<file path="src/rtl/alu_acc_pkg.sv">
// Shared opcode and FSM state encodings for the accumulator ALU (alu_acc_seq).
package alu_acc_pkg;

  typedef enum logic [2:0] {
    OP_HOLD  = 3'b000,
    OP_LOAD  = 3'b001,
    OP_ADD   = 3'b010,
    OP_SUB   = 3'b011,
    OP_LOGIC = 3'b100,
    OP_XORX  = 3'b101,
    OP_SWAP  = 3'b110,
    OP_MUL   = 3'b111
  } op_e;

  typedef enum logic {
    ST_IDLE = 1'b0,
    ST_MUL  = 1'b1
  } state_e;

endpackage

</file>
<file path="src/rtl/alu_acc_mul_core.sv">
// Shift-add multiplier datapath: load latches operands, then one partial
// product per clock for OPND_W clocks; product is the post-step value.
module alu_acc_mul_core
  import alu_acc_pkg::*;
#(
  parameter  int unsigned OPND_W = 4,
  localparam int unsigned ACC_W  = 2 * OPND_W,
  localparam int unsigned CNT_W  = $clog2(OPND_W + 1)
) (
  input  logic              Clk,
  input  logic              Reset_n,
  input  logic              load,
  input  logic [OPND_W-1:0] mcand,
  input  logic [OPND_W-1:0] mplier,
  output logic [ACC_W-1:0]  product,
  output logic              last
);

  logic              run_q;
  logic [OPND_W-1:0] mcand_q;
  logic [OPND_W-1:0] mplier_q;
  logic [ACC_W-1:0]  prod_q;
  logic [CNT_W-1:0]  count_q;
  logic [ACC_W-1:0]  addend;

  // product already includes this cycle's partial term, so the owner can
  // capture the final result on the same edge that last is high.
  always_comb begin
    addend = '0;
    if (mplier_q[0]) begin
      addend = ACC_W'(mcand_q) << count_q;
    end
    product = prod_q + addend;
    last    = run_q && (count_q == CNT_W'(OPND_W - 1));
  end

  always_ff @(posedge Clk) begin
    if (!Reset_n) begin
      run_q    <= 1'b0;
      mcand_q  <= '0;
      mplier_q <= '0;
      prod_q   <= '0;
      count_q  <= '0;
    end else if (load) begin
      run_q    <= 1'b1;
      mcand_q  <= mcand;
      mplier_q <= mplier;
      prod_q   <= '0;
      count_q  <= '0;
    end else if (run_q) begin
      prod_q   <= product;
      mplier_q <= mplier_q >> 1;
      count_q  <= count_q + CNT_W'(1);
      if (last) begin
        run_q <= 1'b0;
      end
    end
  end

endmodule

</file>
<file path="src/rtl/alu_acc_seq.sv">
// Accumulator ALU with start/busy/done handshake and multi-cycle multiply.
// Build option: ALU_ACC_SAT_EN makes SUB clamp to zero on borrow.
module alu_acc_seq
  import alu_acc_pkg::*;
#(
  parameter  int unsigned OPND_W = 4,
  localparam int unsigned ACC_W  = 2 * OPND_W
) (
  input  logic              Clk,
  input  logic              Reset_n,
  input  logic              start,
  input  logic [2:0]        op,
  input  logic [OPND_W-1:0] a,
  output logic [ACC_W-1:0]  acc,
  output logic              busy,
  output logic              done,
  output logic              carry,
  output logic              zero
);

  state_e             state_q, state_d;
  logic [ACC_W-1:0]   acc_q, acc_d;
  logic               carry_q, carry_d;
  logic               zero_q, zero_d;
  logic               done_q, done_d;

  logic               mul_load;
  logic [ACC_W-1:0]   mul_product;
  logic               mul_last;

  logic [OPND_W-1:0]  acc_lo;
  logic [ACC_W-1:0]   a_x, l_x, sum, diff;
  logic               borrow;

  alu_acc_mul_core #(
    .OPND_W (OPND_W)
  ) u_mul (
    .Clk     (Clk),
    .Reset_n (Reset_n),
    .load    (mul_load),
    .mcand   (a),
    .mplier  (acc_lo),
    .product (mul_product),
    .last    (mul_last)
  );

  always_comb begin
    acc_lo = acc_q[OPND_W-1:0];
    a_x    = ACC_W'(a);
    l_x    = ACC_W'(acc_lo);
    sum    = a_x + l_x;
    diff   = l_x - a_x;
    borrow = (a > acc_lo);

    state_d  = state_q;
    acc_d    = acc_q;
    carry_d  = carry_q;
    zero_d   = zero_q;
    done_d   = 1'b0;
    mul_load = 1'b0;

    unique case (state_q)
      ST_IDLE: begin
        if (start) begin
          done_d = 1'b1;
          unique case (op_e'(op))
            OP_HOLD: ;
            OP_LOAD: begin
              acc_d   = a_x;
              carry_d = 1'b0;
            end
            OP_ADD: begin
              acc_d   = sum;
              carry_d = sum[OPND_W];
            end
            OP_SUB: begin
              carry_d = borrow;
`ifdef ALU_ACC_SAT_EN
              acc_d   = borrow ? '0 : diff;
`else
              acc_d   = diff;
`endif
            end
            OP_LOGIC: begin
              acc_d   = {~(a | acc_lo), ~(a & acc_lo)};
              carry_d = 1'b0;
            end
            OP_XORX: begin
              acc_d   = {a ^ acc_lo, ~(a ^ acc_lo)};
              carry_d = 1'b0;
            end
            OP_SWAP: begin
              acc_d   = {acc_lo, ~a};
              carry_d = 1'b0;
            end
            OP_MUL: begin
              // Multiply completes later; acc and flags hold until then.
              done_d   = 1'b0;
              mul_load = 1'b1;
              state_d  = ST_MUL;
            end
            default: ;
          endcase
          zero_d = (acc_d == '0);
        end
      end
      ST_MUL: begin
        if (mul_last) begin
          acc_d   = mul_product;
          carry_d = 1'b0;
          zero_d  = (mul_product == '0);
          done_d  = 1'b1;
          state_d = ST_IDLE;
        end
      end
      default: state_d = ST_IDLE;
    endcase
  end

  always_ff @(posedge Clk) begin
    if (!Reset_n) begin
      state_q <= ST_IDLE;
      acc_q   <= '0;
      carry_q <= 1'b0;
      zero_q  <= 1'b1;
      done_q  <= 1'b0;
    end else begin
      state_q <= state_d;
      acc_q   <= acc_d;
      carry_q <= carry_d;
      zero_q  <= zero_d;
      done_q  <= done_d;
    end
  end

  assign acc   = acc_q;
  assign carry = carry_q;
  assign zero  = zero_q;
  assign done  = done_q;
  assign busy  = (state_q == ST_MUL);

endmodule

</file>
<file path="config.mk">
export PLATFORM = sky130hd
export DESIGN_NAME = alu_acc_seq
export DESIGN_NICKNAME = d
export VERILOG_FILES = /design/src/rtl/alu_acc_pkg.sv /design/src/rtl/alu_acc_mul_core.sv /design/src/rtl/alu_acc_seq.sv
export SDC_FILE = /design/constraint.sdc
export NUM_CORES = 1
export LEC_CHECK = 0
export CAP_MARGIN = 20
export CELL_PAD_IN_SITES_DETAIL_PLACEMENT = 1
export CELL_PAD_IN_SITES_GLOBAL_PLACEMENT = 2
export CORE_MARGIN = 4
export CORE_UTILIZATION = 39
export DETAILED_ROUTE_END_ITERATION = 8
export HOLD_SLACK_MARGIN = 0.02
export PLACE_DENSITY = 0.95
export SLEW_MARGIN = 20
export SYNTH_ARGS = -nofsm -noshare
export SYNTH_HDL_FRONTEND = slang
export SYNTH_HIERARCHICAL = 1
export SYNTH_SLANG_ARGS = --single-unit
export TNS_END_PERCENT = 5
</file>
<file path="constraint.sdc">
create_clock -name Clk -period 5.7 [get_ports Clk]
set_input_delay 1.14 -clock Clk [delete_from_list [all_inputs] [get_ports Clk]]
set_output_delay 1.14 -clock Clk [all_outputs]
set_load 0.05 [all_outputs]
</file>
==> flow_summary.yaml <==
run_status:
  status: "completed"
clock_network:
  ctsHtreeMaxLevel: 2
  cts.path.max_buffers: 2
  cts-resized-gates: 0
  numCtsBuffers: 5
  cts_setup_buffers: 0
  cts_sinks: 32
  clock_latency_ns: 0.28
  cts_tree: "done"
  ctsHoldBuffers: 0
  clock-root-buffer: "clkbuf_8"
  clk_pin_slew_ns: 0.06
final_layout:
  fillers: 846
  drive_gt1_share_pct: 9.47
  regArea_um2: 641
  n_antenna_cell: 0
  fin_nets: 373
  syn2layout_area_growth_pct: 11.0
  final_util_pct: 44.6
  multi_input_area_um2: 1880
timing:
  hold_violations: 0
  fin_setup_tns_ns: 0
  clock_skew_ns: 0.00284
  maxSlewHeadroom_pct: 44.8
  timing.final.crit_share_pct: 68.3
  drv_slew: 0
  worst_pin_slew_ns: 0.826
  finalCriticalPeriod_ns: 3.89
  fmax_mhz: 257
  setup_ws_ns: 1.81
  setup_viol: 0
  rsz0062_at_grt: "no"
pwr:
  p_per_area_nw_per_um2: 196
  peakVddDrop_uv: 82.2
  p_leak_nw: 1.25
grt:
  grt_use_total_pct: 18.9
  first_global_vias: 2529
  overflow: 0
  grt_pass1_wl_um: 12800
  grt_max_degree: 30
  antenna_found_initial: 0
yosys:
  synth_top_cell_by_area: "dfxtp_1"
  synth-seq-cells: 32
  synthArstFlopShare_pct: 0
  synth.top_cell.area_share_pct: 23.4
  synth_area_leaders: "dfxtp_1 23%, ha_1 10%, mux2i_1 6.6%, nand2_1 4.1%, nor2_1 3.4%"
  syn_area_per_cell_um2: 8.44
  synth_edf_count: 0
  syn_inst: 325
  syn_area_um2: 2740
  synth_most_common_cell: "dfxtp_1"
  syn_nets: 360
  synthDistinctLibCells: 66
  ys_warn_count: 6
  yosys-top-cells-count: "32 x dfxtp_1, 30 x nand2_1, 25 x nor2_1"
  ys.flop_type: "dfxtp_1"
  seq_area_frac_synth_pct: 23.4
worst_setup_path:
  crit_required_ns: 5.86
  end_kind: "flop"
  critical_path_arrival_ns: 4.05
  cp_max_fo: 20
  start_kind: "primary input"
  path_class: "primary input to flop"
run:
  maxCapViolCount: 0
detailed_routing:
  wl_um: 7580
  met3_length_um: 229
  ant_nets: 0
  vias_per_cell: 5.68
  routedLengthMet1_um: 3380
  firstDrtPassIters: 4
  drt_iter0_markers: 137
  drc_errors: 0
  wl_met2_um: 3680
  top_layer_used: "met4"
  routedWlPerCell_um: 17.5
  dr_total_vias: 2467
floorplan:
  die_h_um: 91.9
  dieArea_um2: 8440
  start_util_pct: 40.1
  io_pins: 22
  rows: 30
  dieWidth_um: 91.9
  core-area_um2: 6830
placed_design:
  dp_hpwl_um: 5890
  pre_cts_slack_ns: 1.57
  io_buffers: 21
  gp_congestion: 0.820
hold_path:
  min_path_type: "flop to flop"
[cell usage in the layout (no fill, tap or decap), drive strengths merged, types with 6 or more instances in the layout]
cell / netlist / routed
nand2: 30 / 30
clkdlybuf4s50: 0 / 21
xnor2: 6 / 6
nor2: 25 / 25
o21ai: 15 / 15
ha: 22 / 22
a211oi: 8 / 8
a21oi: 17 / 17
mux2i: 18 / 18
inv: 20 / 20
dfxtp: 32 / 32
clkbuf: 9 / 7
nand3: 6 / 6
nor2b: 11 / 11
[where the power goes]
group / internal, mW / switching (mW) / leakage, nW
Sequential: 0.233 / 0.0157 / 0.261
Clock: 0.107 / 0.0800 / 0.0503
Combinational: 0.0639 / 0.0961 / 0.941
Total: 0.405 / 0.192 / 1.25
[cell families (layout without fill, tap and decap cells)]
family,Yosys count,after routing,synth area share [%]
XOR/XNOR,8,8,2.55
AO/OA/AOI/OAI,89,89,23.7
buffers and inverters,38,51,7.94
multiplexers,23,23,9.03
adder cells (fa/ha/maj),25,25,12.2
AND/OR/NAND/NOR,110,110,21.2
flip-flops,32,32,23.4
[registers in the layout, indices dropped and copies added (netlist names), 3 cells and up]
name	cells
u_mul/mplier_q	4
u_mul/count_q	3
acc	8
u_mul/mcand_q	4
u_mul/prod_q	8
[routing by layer]
metal | GRT usage, % | vias up
met5 | 0 | -
met4 | 9.16 | 0
met3 | 2.71 | 17
met2 | 31.4 | 50
met1 | 24.0 | 1197
li1 | - | 1203
[stage by stage]
stage | hold slack (ns) | total power, mW | std cells | cell area, um^2
finish | 0.484 | 0.596 | 434 | 3050
detailed placement | 0.484 | 0.414 | 427 | 2950
global route | 0.506 | 0.629 | 434 | 3050
CTS | 0.492 | 0.602 | 434 | 3050
floorplan | 0.465 | 0.368 | 325 | 2740
global placement | 0.476 | 0.410 | 427 | 2950
[critical path, stage by stage]
cell and delay (ns):
clkdlybuf4s50_1 0.90, nand3_2 0.22, nor2_1 0.50, clkinv_1 0.39, nand2_1 0.45, nor3_1 0.13
a21oi_1 0.20, o211ai_1 0.11
[worst paths after layout]
| path | from | to | slack, ns | depth (start not counted) |
|---|---|---|---|---|
| max reg2reg | u_mul/count_q[2] | zero | 2.38 | 13 |
| min | acc[4] | acc[4] | 0.48 | 2 |
| max | op[2] | u_mul/prod_q[6] | 1.81 | 8 |
| min reg2reg | acc[4] | acc[4] | 0.48 | 2 |
[area by class of cell]
| class | count | share of cell area (%) |
|---|---|---|
| Tap cell | 96 | 3.94 |
| Clock buffer | 7 | 3.16 |
| Sequential cell | 32 | 21.0 |
| Multi-Input combinational cell | 255 | 61.9 |
| Inverter | 21 | 2.59 |
| Timing Repair Buffer | 23 | 7.40 |
Note: power is estimated with default switching activity, not from simulation.
